## config.mk

```make
export PLATFORM = sky130hd
export DESIGN_NAME = rca_8bit
export DESIGN_NICKNAME = d
export VERILOG_FILES = /design/src/rtl/rca_8bit_pkg.sv /design/src/rtl/rca_8bit_full_adder.sv /design/src/rtl/rca_8bit.sv
export SDC_FILE = /design/constraint.sdc
export NUM_CORES = 1
export LEC_CHECK = 0
export BUFFER_PORTS_ARGS = -buffer_cell sky130_fd_sc_hd__clkbuf_2
export CAP_MARGIN = 20
export CORE_AREA = 2 2 39 41
export DETAILED_ROUTE_END_ITERATION = 10
export DIE_AREA = 0 0 41 43
export HOLD_SLACK_MARGIN = 0.1
export PLACE_DENSITY_LB_ADDON = 0.08
export SETUP_SLACK_MARGIN = 0.1
export SYNTH_ARGS = -nofsm -noshare
export SYNTH_HDL_FRONTEND = slang
export SYNTH_SLANG_ARGS = --single-unit
```

## constraint.sdc

```tcl
create_clock -name clk -period 7.5 [get_ports clk]
set_input_delay 0 -clock clk [delete_from_list [all_inputs] [get_ports clk]]
set_output_delay 0 -clock clk [all_outputs]
set_load 0.05 [all_outputs]
```

## src/rtl/rca_8bit_pkg.sv

```systemverilog
// Shared constants and bit-level helpers for the ripple-carry adder slice.
//
// Contents:
//   RCA_WIDTH  default operand width of rca_8bit
//   faSum      sum bit of a single full-adder stage
//   faCarry    carry-out bit of a single full-adder stage
package rca_8bit_pkg;

  localparam int RCA_WIDTH = 8;

  // Sum of one stage: odd parity of the three inputs.
  function automatic logic faSum(input logic a, input logic b, input logic c);
    return a ^ b ^ c;
  endfunction

  // Carry of one stage: generate when both operands are set, otherwise
  // propagate the incoming carry when exactly one operand is set.
  function automatic logic faCarry(input logic a, input logic b, input logic c);
    return (a & b) | (c & (a ^ b));
  endfunction

endpackage

```

## src/rtl/rca_8bit_full_adder.sv

```systemverilog
// One-bit full adder, purely combinational; one link of the ripple chain.
//
// Ports:
//   a, b  operand bits
//   cin   carry from the previous (less significant) stage
//   s     sum bit
//   cout  carry into the next (more significant) stage
module full_adder
  import rca_8bit_pkg::*;
(
  input  logic a,
  input  logic b,
  input  logic cin,
  output logic s,
  output logic cout
);

  assign s    = faSum(a, b, cin);
  assign cout = faCarry(a, b, cin);

endmodule

```

## src/rtl/rca_8bit.sv

```systemverilog
// Unsigned ripple-carry adder with a single output register stage.
// The combinational sum is captured on every rising edge, so a result
// appears one cycle after its operands and operands may change every cycle.
//
// Ports:
//   clk   clock, all state on the rising edge
//   rst   synchronous active-high reset, clears all outputs
//   a, b  unsigned operands (WIDTH bits), not registered on entry
//   sum   registered (a+b) mod 2^WIDTH
//   cout  registered carry-out of the most significant stage
//   out   registered full result {cout, sum}
module rca_8bit
  import rca_8bit_pkg::*;
#(
  parameter int WIDTH = RCA_WIDTH
) (
  input  logic             clk,
  input  logic             rst,
  input  logic [WIDTH-1:0] a,
  input  logic [WIDTH-1:0] b,
  output logic [WIDTH-1:0] sum,
  output logic             cout,
  output logic [WIDTH:0]   out
);

  logic [WIDTH:0]   carryChain;
  logic [WIDTH-1:0] sumComb;
  logic [WIDTH:0]   result_d;
  logic [WIDTH:0]   result_q;

  // There is no carry-in port; the chain starts from zero.
  assign carryChain[0] = 1'b0;

  // Linear ripple of full adders, each stage feeding the next stage's carry.
  for (genvar i = 0; i < WIDTH; i++) begin : gStage
    full_adder uFa (
      .a    (a[i]),
      .b    (b[i]),
      .cin  (carryChain[i]),
      .s    (sumComb[i]),
      .cout (carryChain[i+1])
    );
  end

  // The complete result is assembled before the register so that sum, cout
  // and out all come from one flop vector and can never disagree.
  always_comb begin
    result_d = {carryChain[WIDTH], sumComb};
  end

  // Single output stage; reset wins over whatever operands are present.
  always_ff @(posedge clk) begin
    if (rst) begin
      result_q <= '0;
    end else begin
      result_q <= result_d;
    end
  end

  assign sum  = result_q[WIDTH-1:0];
  assign cout = result_q[WIDTH];
  assign out  = result_q;

endmodule

```

==> metrics.md <==
| Metric | Value |
|---|---|
| Status | `completed` |
| Final setup fails | `0` |
| CTS buffer count | `3` |
| Number of flip-flops in the largest register | `9` |
| Crit-path cells | `dlygate4sd3_1, clkbuf_2, ha_1, fa_1, fa_1, fa_1, fa_1, fa_1, fa_1, inv_1, fa_1, nor2_1` |
| Fraction of layout cells with a size suffix above 1 | `0.5352` |
| Critical path required time | `7690 ps` |
| Remaining Overflow, GRT | `0` |
| Die H | `43 µm` |
| Commonest cells in the netlist | `buf_4 (9), dfxtp_1 (9), fa_1 (7), nor2b_1 (7), inv_1 (3)` |
| Area grow syn2layout | `39.73%` |
| CP max-delay cell | `dlygate4sd3_1` |
| Hold crit path type | `in -> reg` |
| Pin count of the biggest net entering global routing | `10` |
| Final Cycle Share | `0.4705` |
| Post-DP HPWL | `621.9 µm` |
| Post-Synthesis Net Count | `64` |
| PortBufs | `35` |
| FILL cells | `about 140` |
| Die Area | `1763 µm²` |
| Setup TNS | `0 ps` |
| Drt total wl | `about 710 µm` |
| Diode count | `0` |
| Crit path launch type | `primary input` |
| Largest area contributor in the netlist | `dfxtp_1` |
| Dominant synthesized flop cell | `dfxtp_1` |
| Htree depth | `1` |
| Starting Density | `0.3345` |
| Number of synthesized flops with an enable pin | `0` |
| Layout Utilization | `0.4675` |
| Yosys warns | `0` |
| Vias | `332` |
| Cell Area, Placed | `590.6 µm²` |
| Worst setup EP type | `flop` |
| Core Area | `roughly 1400 µm²` |
| Ports | `36` |
| CP most frequent cell | `fa_1` |
| First-pass GRT wire length | `1110 µm` |
| Worst-margin pin slew | `278.7 ps` |
| Yosys cell types | `7` |
| Avg Inst Size Synth | `~12 µm²` |
| Syn Inst Count | `38` |
| Routed Antenna Nets | `0` |
| Max Cap Viol | `0` |
| RSZ-0062 raised after global routing | `false` |
| Initial antenna violation count | `0` |
| F_max | `0.2834 GHz` |
| Flops & latches, synth | `9` |
| CTS Sinks | `9` |
| Final hold violation count | `0` |
| Placed insts | `80` |
| Worst path top cell family by delay | `adder cells` |
| Worst path buffer plus inverter count | `3` |
| Async set-reset flop share out of synthesis | `0` |
| Synth top area share | `0.3892` |
| Place WS | `between 4000 and 5000 ps` |
| Sequential fraction of the synthesis area | `0.3892` |
| Final worst slack | `3971 ps` |
| Number of global-route vias before repair | `293` |
| Worst vdd ir | `0.06274 mV` |
| Min Tclk post-route | `3529 ps` |
| Slew Limit Fails | `0` |
| Crit path kind | `in -> reg` |
| CP max stage delay | `550 ps` |
| Cell Area, Synth | `about 460 µm²` |
| DR iter-0 viols | `1` |
| Synth top area cells | `dfxtp_1 (39%), fa_1 (30%), buf_4 (15%)` |
| Root Buffer | `clkbuf_4` |
| RePlAce Congestion | `between 0.5 and 0.6` |
| Non-Filler Instances | `just under 90` |
| Clk pin slew, worst setup/hold paths | `around 60 ps` |
| Average wire per standard cell | `8.195 µm` |
| DRC viols | `0` |
| Crit path arrival time | `~3700 ps` |
| Drt first pass iters | `2` |
| Final Cell Area | `646.9 µm²` |
| Chip width | `41 µm` |
| Core Rows | `14` |
| Nets | `98` |
| CTS tree | `yes` |
| Pwr dens | `245.4 nW/µm²` |
| GRT Util Overall | `0.09806` |
| Bufs on Longest Clock Path | `2` |
| Leakage power | `0.3478 nW` |
| Via density | `about 3.8` |
| Relative slew slack | `0.8150` |
| CP max FO | `1` |
## layer usage
layer	up-vias	GRT usage	wire length, µm
met4	0	0.1200	0
met3	0	0	66
met5	-	0	0
li1	168	-	-
met1	144	0.1224	285
met2	20	0.1313	361
## through the flow
stage	hold WS, ps	power [mW]
detailed placement	302.8	0.1245
finish	127.6	0.1587
global placement	289.6	0.1240
CTS	125.7	0.1619
global route	149.9	0.1690
floorplan	71.61	0.1136
## path summary, 6_finish.rpt
check / from / end / cells past startpoint
setup / recovery: b[0] / out[7] / 12
hold / removal: b[6] / out[6] / 3
## kinds of logic (layout without fill, tap and decap cells)
family / count (synthesis) / in the layout / synth area share
buffers and inverters: 12 / 45 / 0.1703
and+or+nand+nor: 9 / 9 / 0.1108
DFF: 9 / 9 / 0.3892
adders and majority gates: 8 / 8 / 0.3297
## final cells by class
cell class                      count  area, µm²  area share
Timing Repair Buffer               38      205.2      0.3172
Multi-Input combinational cell     17      203.9      0.3153
Sequential cell                     9      180.2      0.2785
Clock buffer                        4      26.28     0.04062
Tap cell                           16      20.02     0.03095
Inverter                            3      11.26     0.01741
## repair_timing
action                    in CTS  in global routing
hold endpoints to repair       9                  0
setup buffers                  0                  0
hold buffers                   3                  0
resized for setup              0                  0
## power breakdown
group	internal [mW]	switching, mW	leakage (nW)	total, mW
clock	0.0203	0.0142	0.0150	0.0345
combinational	0.0179	0.0503	0.258	0.0682
sequential	0.0535	0.00248	0.0750	0.0560
## placed cells by master, fill, tap and decap left out
cell type	instances
clkbuf_1	1
nor2_1	2
ha_1	1
inv_1	3
nor2b_1	7
fa_1	7
dfxtp_1	9
clkbuf_2	35
dlygate4sd3_1	3
clkbuf_4	3
No activity file was read; power rests on OpenSTA's default activity.
